==> src/rtl/serial_acc_mc.sv <==
// rtl/serial_acc_mc.sv - multi-channel serial-load accumulator (optional saturation: SERIAL_ACC_SAT_EN)
module serial_acc_mc #(
    parameter int SHIFT_W = 33,
    parameter int ACC_W   = 128,
    parameter int NUM_CH  = 4,
    localparam int CH_W   = (NUM_CH > 1) ? $clog2(NUM_CH) : 1
) (
    input  logic              clk,
    input  logic              rst,
    input  logic              rx,
    input  logic              add,
    input  logic              clear,
    input  logic              sub,
    input  logic [CH_W-1:0]   ch,
    input  logic [CH_W-1:0]   rd_ch,
    output logic [ACC_W-1:0]  big,
    output logic [NUM_CH-1:0] ovf,
    output logic              done,
    output logic              busy
);

    typedef enum logic {IDLE = 1'b0, SHIFT = 1'b1} state_t;

    state_t              state_q, state_d;
    logic [SHIFT_W-1:0]  shift_q, shift_d;
    logic [CH_W-1:0]     cur_ch_q, cur_ch_d;
    logic                cur_sub_q, cur_sub_d;
    logic [ACC_W-1:0]    acc_q [NUM_CH];
    logic [ACC_W-1:0]    acc_d [NUM_CH];
    logic [NUM_CH-1:0]   ovf_q, ovf_d;
    logic                done_q, done_d;

    logic [SHIFT_W:0]    shift_in;
    logic [ACC_W-1:0]    operand;
    logic [ACC_W-1:0]    acc_sel;
    logic [ACC_W:0]      sum;
    logic                ch_ok;
    logic                cur_ok;

    assign busy = (state_q == SHIFT);
    assign done = done_q;
    assign ovf  = ovf_q;

    // Next-state, shift register, and commit arithmetic for the selected channel
    always_comb begin
        state_d   = state_q;
        shift_d   = shift_q;
        cur_ch_d  = cur_ch_q;
        cur_sub_d = cur_sub_q;
        acc_d     = acc_q;
        ovf_d     = ovf_q;
        done_d    = 1'b0;

        // The concatenation is one bit wider than the register; keeping the low
        // SHIFT_W bits drops the oldest bit and also works for SHIFT_W == 1.
        shift_in = {shift_q, rx};
        operand  = ACC_W'(shift_q);
        ch_ok    = (int'(ch) < NUM_CH);
        cur_ok   = (int'(cur_ch_q) < NUM_CH);
        acc_sel  = '0;
        if (cur_ok) begin
            acc_sel = acc_q[cur_ch_q];
        end
        // Bit ACC_W is the carry on add and the borrow on subtract
        if (cur_sub_q) begin
            sum = {1'b0, acc_sel} - {1'b0, operand};
        end else begin
            sum = {1'b0, acc_sel} + {1'b0, operand};
        end

        case (state_q)
            IDLE: begin
                if (add && !clear) begin
                    shift_d   = shift_in[SHIFT_W-1:0];
                    cur_ch_d  = ch;
                    cur_sub_d = sub;
                    state_d   = SHIFT;
                end else if (add && clear) begin
                    shift_d = '0;
                end else if (clear && ch_ok) begin
                    acc_d[ch] = '0;
                    ovf_d[ch] = 1'b0;
                end
            end
            SHIFT: begin
                if (add) begin
                    shift_d = shift_in[SHIFT_W-1:0];
                end else begin
                    shift_d = '0;
                    state_d = IDLE;
                    done_d  = 1'b1;
                    if (cur_ok) begin
                        acc_d[cur_ch_q] = sum[ACC_W-1:0];
                        if (sum[ACC_W]) begin
                            ovf_d[cur_ch_q] = 1'b1;
`ifdef SERIAL_ACC_SAT_EN
                            acc_d[cur_ch_q] = cur_sub_q ? '0 : '1;
`endif
                        end
                    end
                end
            end
            default: state_d = IDLE;
        endcase
    end

    // State and datapath registers; reset discards any partially shifted word
    always_ff @(posedge clk or posedge rst) begin
        if (rst) begin
            state_q   <= IDLE;
            shift_q   <= '0;
            cur_ch_q  <= '0;
            cur_sub_q <= 1'b0;
            acc_q     <= '{default: '0};
            ovf_q     <= '0;
            done_q    <= 1'b0;
        end else begin
            state_q   <= state_d;
            shift_q   <= shift_d;
            cur_ch_q  <= cur_ch_d;
            cur_sub_q <= cur_sub_d;
            acc_q     <= acc_d;
            ovf_q     <= ovf_d;
            done_q    <= done_d;
        end
    end

    // Readout mux; an unmatched rd_ch reads zero
    always_comb begin
        big = '0;
        for (int i = 0; i < NUM_CH; i++) begin
            if (rd_ch == CH_W'(i)) begin
                big = acc_q[i];
            end
        end
    end

endmodule

==> config.mk <==
export PLATFORM = sky130hd
export DESIGN_NAME = serial_acc_mc
export DESIGN_NICKNAME = d
export VERILOG_FILES = /design/src/rtl/serial_acc_mc.sv
export SDC_FILE = /design/constraint.sdc
export NUM_CORES = 2
export LEC_CHECK = 0
export ABC_CLOCK_PERIOD_IN_PS = 24300
export CAP_MARGIN = 25
export CORE_MARGIN = 2
export CORE_UTILIZATION = 42
export DETAILED_ROUTE_END_ITERATION = 7
export PLACE_DENSITY = 0.68
export SYNTH_ARGS = -nofsm -noshare
export SYNTH_HDL_FRONTEND = slang
export SYNTH_SLANG_ARGS = --single-unit
==> constraint.sdc <==
create_clock -name clk -period 24.3 [get_ports clk]
set_clock_uncertainty 0.15 [all_clocks]
set_input_delay 3.645 -clock clk [delete_from_list [all_inputs] [get_ports clk]]
set_output_delay 3.645 -clock clk [all_outputs]
set_load 0.05 [all_outputs]
* After elaboration in Yosys (flattened, before gate mapping)
Index checks and enable logic that the tools add are counted.
** Word-level totals
- Bits in registers :: 554
- Input bits :: 10
- Output and inout port bits :: 134
- Word-level logic and storage cells :: 85
** Operators by class
- Add/subtract/negate cells :: 2
- Order comparisons :: 8
- Equal/unequal tests :: 9
- Multiplexer cells :: 37
- Bitwise logic cells :: 8
- Reduce and logical (&&, ||, !) cells :: 11
** Operators by type and width (number)
- 512-bit 2-to-1 mux :: 4
- 128-bit 2-to-1 mux :: 8
- 512-bit one-hot mux with 2 select lines :: 1
- 512-bit AND :: 1
- 512-bit bitwise mux :: 1
- 128-bit demux with 2-bit select :: 2
- 512-bit NOT :: 1
- 128-bit binary-select mux with 2-bit select :: 1
- 128-bit by 33-bit adder with 129-bit output :: 1
- 129-bit 2-to-1 mux :: 1
- 128-bit by 33-bit subtractor with 129-bit output :: 1
- 33-bit 2-to-1 mux :: 3
- 33-bit one-hot mux with 2 select lines :: 1
- 4-bit 2-to-1 mux :: 5
- 2-bit inequality test (second input constant) :: 4
- 4-bit one-hot mux with 2 select lines :: 1
- 3-bit greater-or-equal comparator (second input constant) :: 2
- 1-bit logical AND :: 6
- 2-bit by 3-bit less-than comparator with 1-bit output (second input constant) :: 2
- 3-bit by 1-bit less-than comparator with 1-bit output (second input constant) :: 2
- 1-bit 2-to-1 mux :: 6
- 2-bit NOT with 3-bit output :: 2
- 5-bit AND reduction :: 1
- 4-bit AND :: 1
- other kinds (14) :: 17

* Depth between registers and ports, before layout
- Depth in word-level cells :: 11
- Depth in mapped cells :: 25
- Mapped depth without buffers :: 23

* Worst setup path before layout
No wires, ideal clock.
- Path type :: input port to output port
- Start point :: input rd_ch[0]
- End point :: output big[108]
- Arrival time :: 5.417 ns
- Required time :: 20.505 ns
- Path slack :: 15.088 ns
- Stages :: 3
- Path buffers :: 2
- Cell sequence :: clkbuf_1 -> buf_1 -> mux4_2
** Between the ends
- Word-level cells in the longest chain between the ends :: 5
- Elaborated cells between the ends (all ways) :: 8
- Classes of those cells :: 3 x eq/ne; 4 x mux; 1 x reduce/logical
** RTL lines
- from (decl) :: RTL line 15 : input logic [CH_W-1:0] rd_ch,
- 2-bit zero test :: RTL line 132 : if (rd_ch == CH_W'(i)) begin
- 128-bit 2-to-1 mux (3 in series) :: RTL line 132
- 128-bit 2-to-1 mux (*) :: RTL line 132
- to (decl) :: RTL line 16 : output logic [ACC_W-1:0] big,
Every way passes the cells marked *; elsewhere a longest branch is shown, timed or not.

* Worst setup path in the final report
- Start point :: input rd_ch[0]
- End point :: output big[65]
Same word-level chain as after synthesis.

==> results <==
- The flow ran to the end, and the final reports show no timing, DRC or antenna violations.
- The number of global-route vias before repair is 28140.
- In this design, the largest share of critical-path delay is due to buffers and inverters.
- The number of different library cells in the post-synthesis netlist is 95.
- The cell count after synthesis is about 3200.
- After detailed routing, the number of vias per cell comes to around 6.6.
- The detailed router finished its first iteration with a little under 3000 violations.
- The largest net degree at the start of global routing is 98.
- Among all stages on the critical path, the largest delay is contributed by sky130_fd_sc_hd__buf_4.
- Of the available clock period, the critical path in the final layout requires between 40% and 50%.
- The count of final max-slew check failures is 0.
- The count of warnings emitted by yosys is 0.
- The initial utilization of the core area, before any placement, comes to about 42%.
- The worst path in the final design needs a cycle of roughly 10 ns, including I/O delays and setup.
- Counting along the longest clock path gives a buffer depth of 3.
- Ranked by total cell area, the synthesized netlist is headed by sky130_fd_sc_hd__dfrtp_1 (39%), sky130_fd_sc_hd__mux4_2 (16%), sky130_fd_sc_hd__a22o_1 (12%), sky130_fd_sc_hd__ha_1 (4.6%), sky130_fd_sc_hd__a21oi_1 (3.3%).
- The data required time at the worst endpoint is ~21 ns.
- TritonCTS built the clock tree.
- The area of all placed cells without fillers is roughly 40000 sq um.
- The worst hold path terminates at acc_q[427].
- The detailed placer's ending HPWL is 84910 microns.
- The sequential cell area is about 14000 sq um.
- Along the worst hold path, the cell count comes to 2.
- The CTS clock-pin slew for the worst setup and hold paths is approximately 0.06 ns.
- The reg-to-reg startpoint is shift_q[5].
- 0 antenna diodes ended up in the layout.
- After floorplanning, the core was sized to cover approximately 84000 sq um.
- The cell area after placement is 37730 sq um.
- The count of state elements after synthesis is approximately 550.
- From synthesis to final layout, the design area changed by 12.56%.
- The clock tree synthesis step divided the H-tree into 2 levels.
- The most used flip-flop cell after synthesis is sky130_fd_sc_hd__dfrtp_1.
- The pre-antenna-repair detailed-routing pass consisted of 6 iterations.
- In the final layout, the multi-input gates occupy 20510 sq um.
- The first global-routing pass estimated between 150000 and 200000 microns of wire.
- In this run the most critical hold path is launched from acc_q[427].
- The worst reg2reg path depth is 20.
- The highest cell delay on the worst timing path is 0.76 ns.
- The hold-fix buffer count after cts is 0.
- The number of setup violations in the final report is 0.
- In this run the remaining antenna-violating nets after routing total 0.
- By startpoint and endpoint, the worst setup path is classified as in2out.
- For the worst-skew pair, the clock arrives at the later sink with an insertion delay of 0.64 ns.
- The sum of routed wire length over all layers is between 100000 and 150000 microns.
- The largest area contributor in the netlist is sky130_fd_sc_hd__dfrtp_1.
- The synthesized design contains 0 enable-type register cells.
- The library cells used most frequently in the layout, excluding fill and tap cells, are sky130_fd_sc_hd__dfrtp_1 (551), sky130_fd_sc_hd__a22o_1 (478), sky130_fd_sc_hd__mux4_2 (256).
- The initial antenna violation count was 1.
- The clock tree root driver cell is sky130_fd_sc_hd__clkbuf_16.
- The library cell used most frequently in the layout, excluding fill and tap cells, is sky130_fd_sc_hd__dfrtp_1.
- The routed wire length per instance is 27.79 microns.
- At the end of routability-driven placement, the weighted congestion stood at just under 1.
- The post-route netlist has 14.32% of its cells at a drive strength greater than 1.
- The count of final hold-check violations came to 0.
- The die is between 200 and 300 microns tall.
- Together, buffers and inverters on the worst path number 3.
- The worst hold-check path type is reg2reg.
- The sequential-to-total area share from yosys stat is around two fifths.
- Setup total negative slack on the finished layout was measured at 0 ns.
- The synthesized cell area is about 36000 sq um.
- In this run the biggest area consumer among cell types represents about two fifths of the synthesized area.
- Static timing analysis puts the maximum clock frequency at a little under 100 MHz.
- The headroom to the max-slew limit is roughly a quarter.
- The synthesized area divided by synthesized cell count is approximately 11 sq um.
- The number of gates resized after CTS was 0.
- The signal arrival time at the worst endpoint is 6.27 ns.
- In the routed design, unresolved DRC markers number 0.
- Of all nets on the critical path, the largest fanout is between 40 and 50.
- Synthesis produced a netlist with a net count of 3362.
- In this run the critical register-to-register path is captured at acc_q[248].
- The die outline area is 87000 sq um.
- Buffers added to address setup during post-CTS repair amount to 0.
- The total global-route track usage is between 20% and 30%.
- The slew at the pin with the worst max-slew slack is between 1 and 1.5 ns.
- Fill cells in the final layout number between 7000 and 8000.
- The number of top-level pins is around 140.
- The launching element type of the critical path is an input pin.
- The max-cap check violation count is 0.
- The floorplan has 106 rows.
- Walking the worst path, the cells encountered are buf_8 > buf_4 > mux4_2 > clkdlybuf4s50_1.
- For this run, the post-layout net count is about 3300.
- The setup check on the worst reg-to-reg path leaves a slack of 17.50 ns.
- For this design, the sink count on the clock tree is 554.
- The endpoint type of the worst setup path is a primary output.
- After global routing the overflow that remains totals 0.
- Setup repair after global routing left no endpoint under its margin.
- The die is 295.0 microns wide.
- For this run, asynchronously set or reset flops after synthesis account for 100.0%.
- During placement, the flow inserted port buffers numbering approximately 140.
- The via total after detailed routing is about 29000.
- The number of clock buffers added by TritonCTS is 61.
-- cell usage after synthesis (all sizes together), types with 24 or more instances --
cell type and count:
clkbuf 194, buf 68, a21o 78, dfrtp 554, o21ai 161, nor2 161, nand4 79, nand3 35
nand2 218, mux4 256, inv 58, nor3 54, o31ai 24, xor2 39, ha 130, o21a 26
a22o 478, xnor2 109, o21bai 41, a21oi 243
-- stage by stage --
stage / util [%] / hold WS (ns) / setup slack [ns] / instances
final: 47.82 / 0.3557 / 14.24 / 4389
after global routing: 47.82 / 0.3868 / 14.00 / 4389
after CTS: 47.70 / 0.3572 / 14.15 / 4383
after detailed placement: 45.08 / 0.3448 / 14.16 / 4270
after global placement: 45.08 / 0.3342 / 14.23 / 4270
after floorplan: - / 0.3001 / 5.014 / 3221
-- worst min-delay path: stages, from the launching register on --
cell                      delay, ns
sky130_fd_sc_hd__dfrtp_1       0.36
sky130_fd_sc_hd__nand2_1       0.05
sky130_fd_sc_hd__o21ai_0       0.06
-- metal layers --
layer	global-route usage [%]	up-vias	routed length [microns]
met5	0.1663	-	0
met4	8.387	0	3722
met3	4.789	185	10770
met2	43.91	1450	56900
met1	39.22	14850	50550
li1	-	12630	-
-- worst max-delay path by stage --
stage | end | depth (start not counted) | slack, ns | startpoint
2_1_floorplan | acc_q[0] | 1 | 5.01 | rst
5_1_grt | big[65] | 4 | 14.00 | rd_ch[0]
6_report | big[65] | 4 | 14.24 | rd_ch[0]
3_3_place_gp | big[65] | 4 | 14.23 | rd_ch[0]
4_1_cts | big[65] | 4 | 14.15 | rd_ch[0]
3_5_place_dp | big[65] | 4 | 14.16 | rd_ch[0]
-- cell type report --
type                            instances  share of cell area (%)
Clock buffer                           87                   4.539
Clock inverter                         26                  0.9285
Inverter                               58                  0.5627
Multi-Input combinational cell       2347                   51.23
Sequential cell                       554                   34.66
Tap cell                             1134                   3.545
Timing Repair Buffer                  183                   4.530
-- registers in the layout, indices dropped and copies added, names as in the netlist --
name	flops
cur_sub_q	1
busy	1
ovf	4
shift_q	33
acc_q	512
cur_ch_q	2
done	1
-- logic make-up after synthesis --
group / after synthesis / share of synthesized area, %
compound gates: 1156 / 24.07
buf+inv: 320 / 3.512
xor+xnor: 148 / 3.667
fa+ha+maj: 131 / 4.631
mux: 269 / 16.61
simple gates: 643 / 8.533
flops: 554 / 38.99
Power is not shown: default switching activity piles up to over one toggle a cycle in this logic, so the estimate is an artifact.
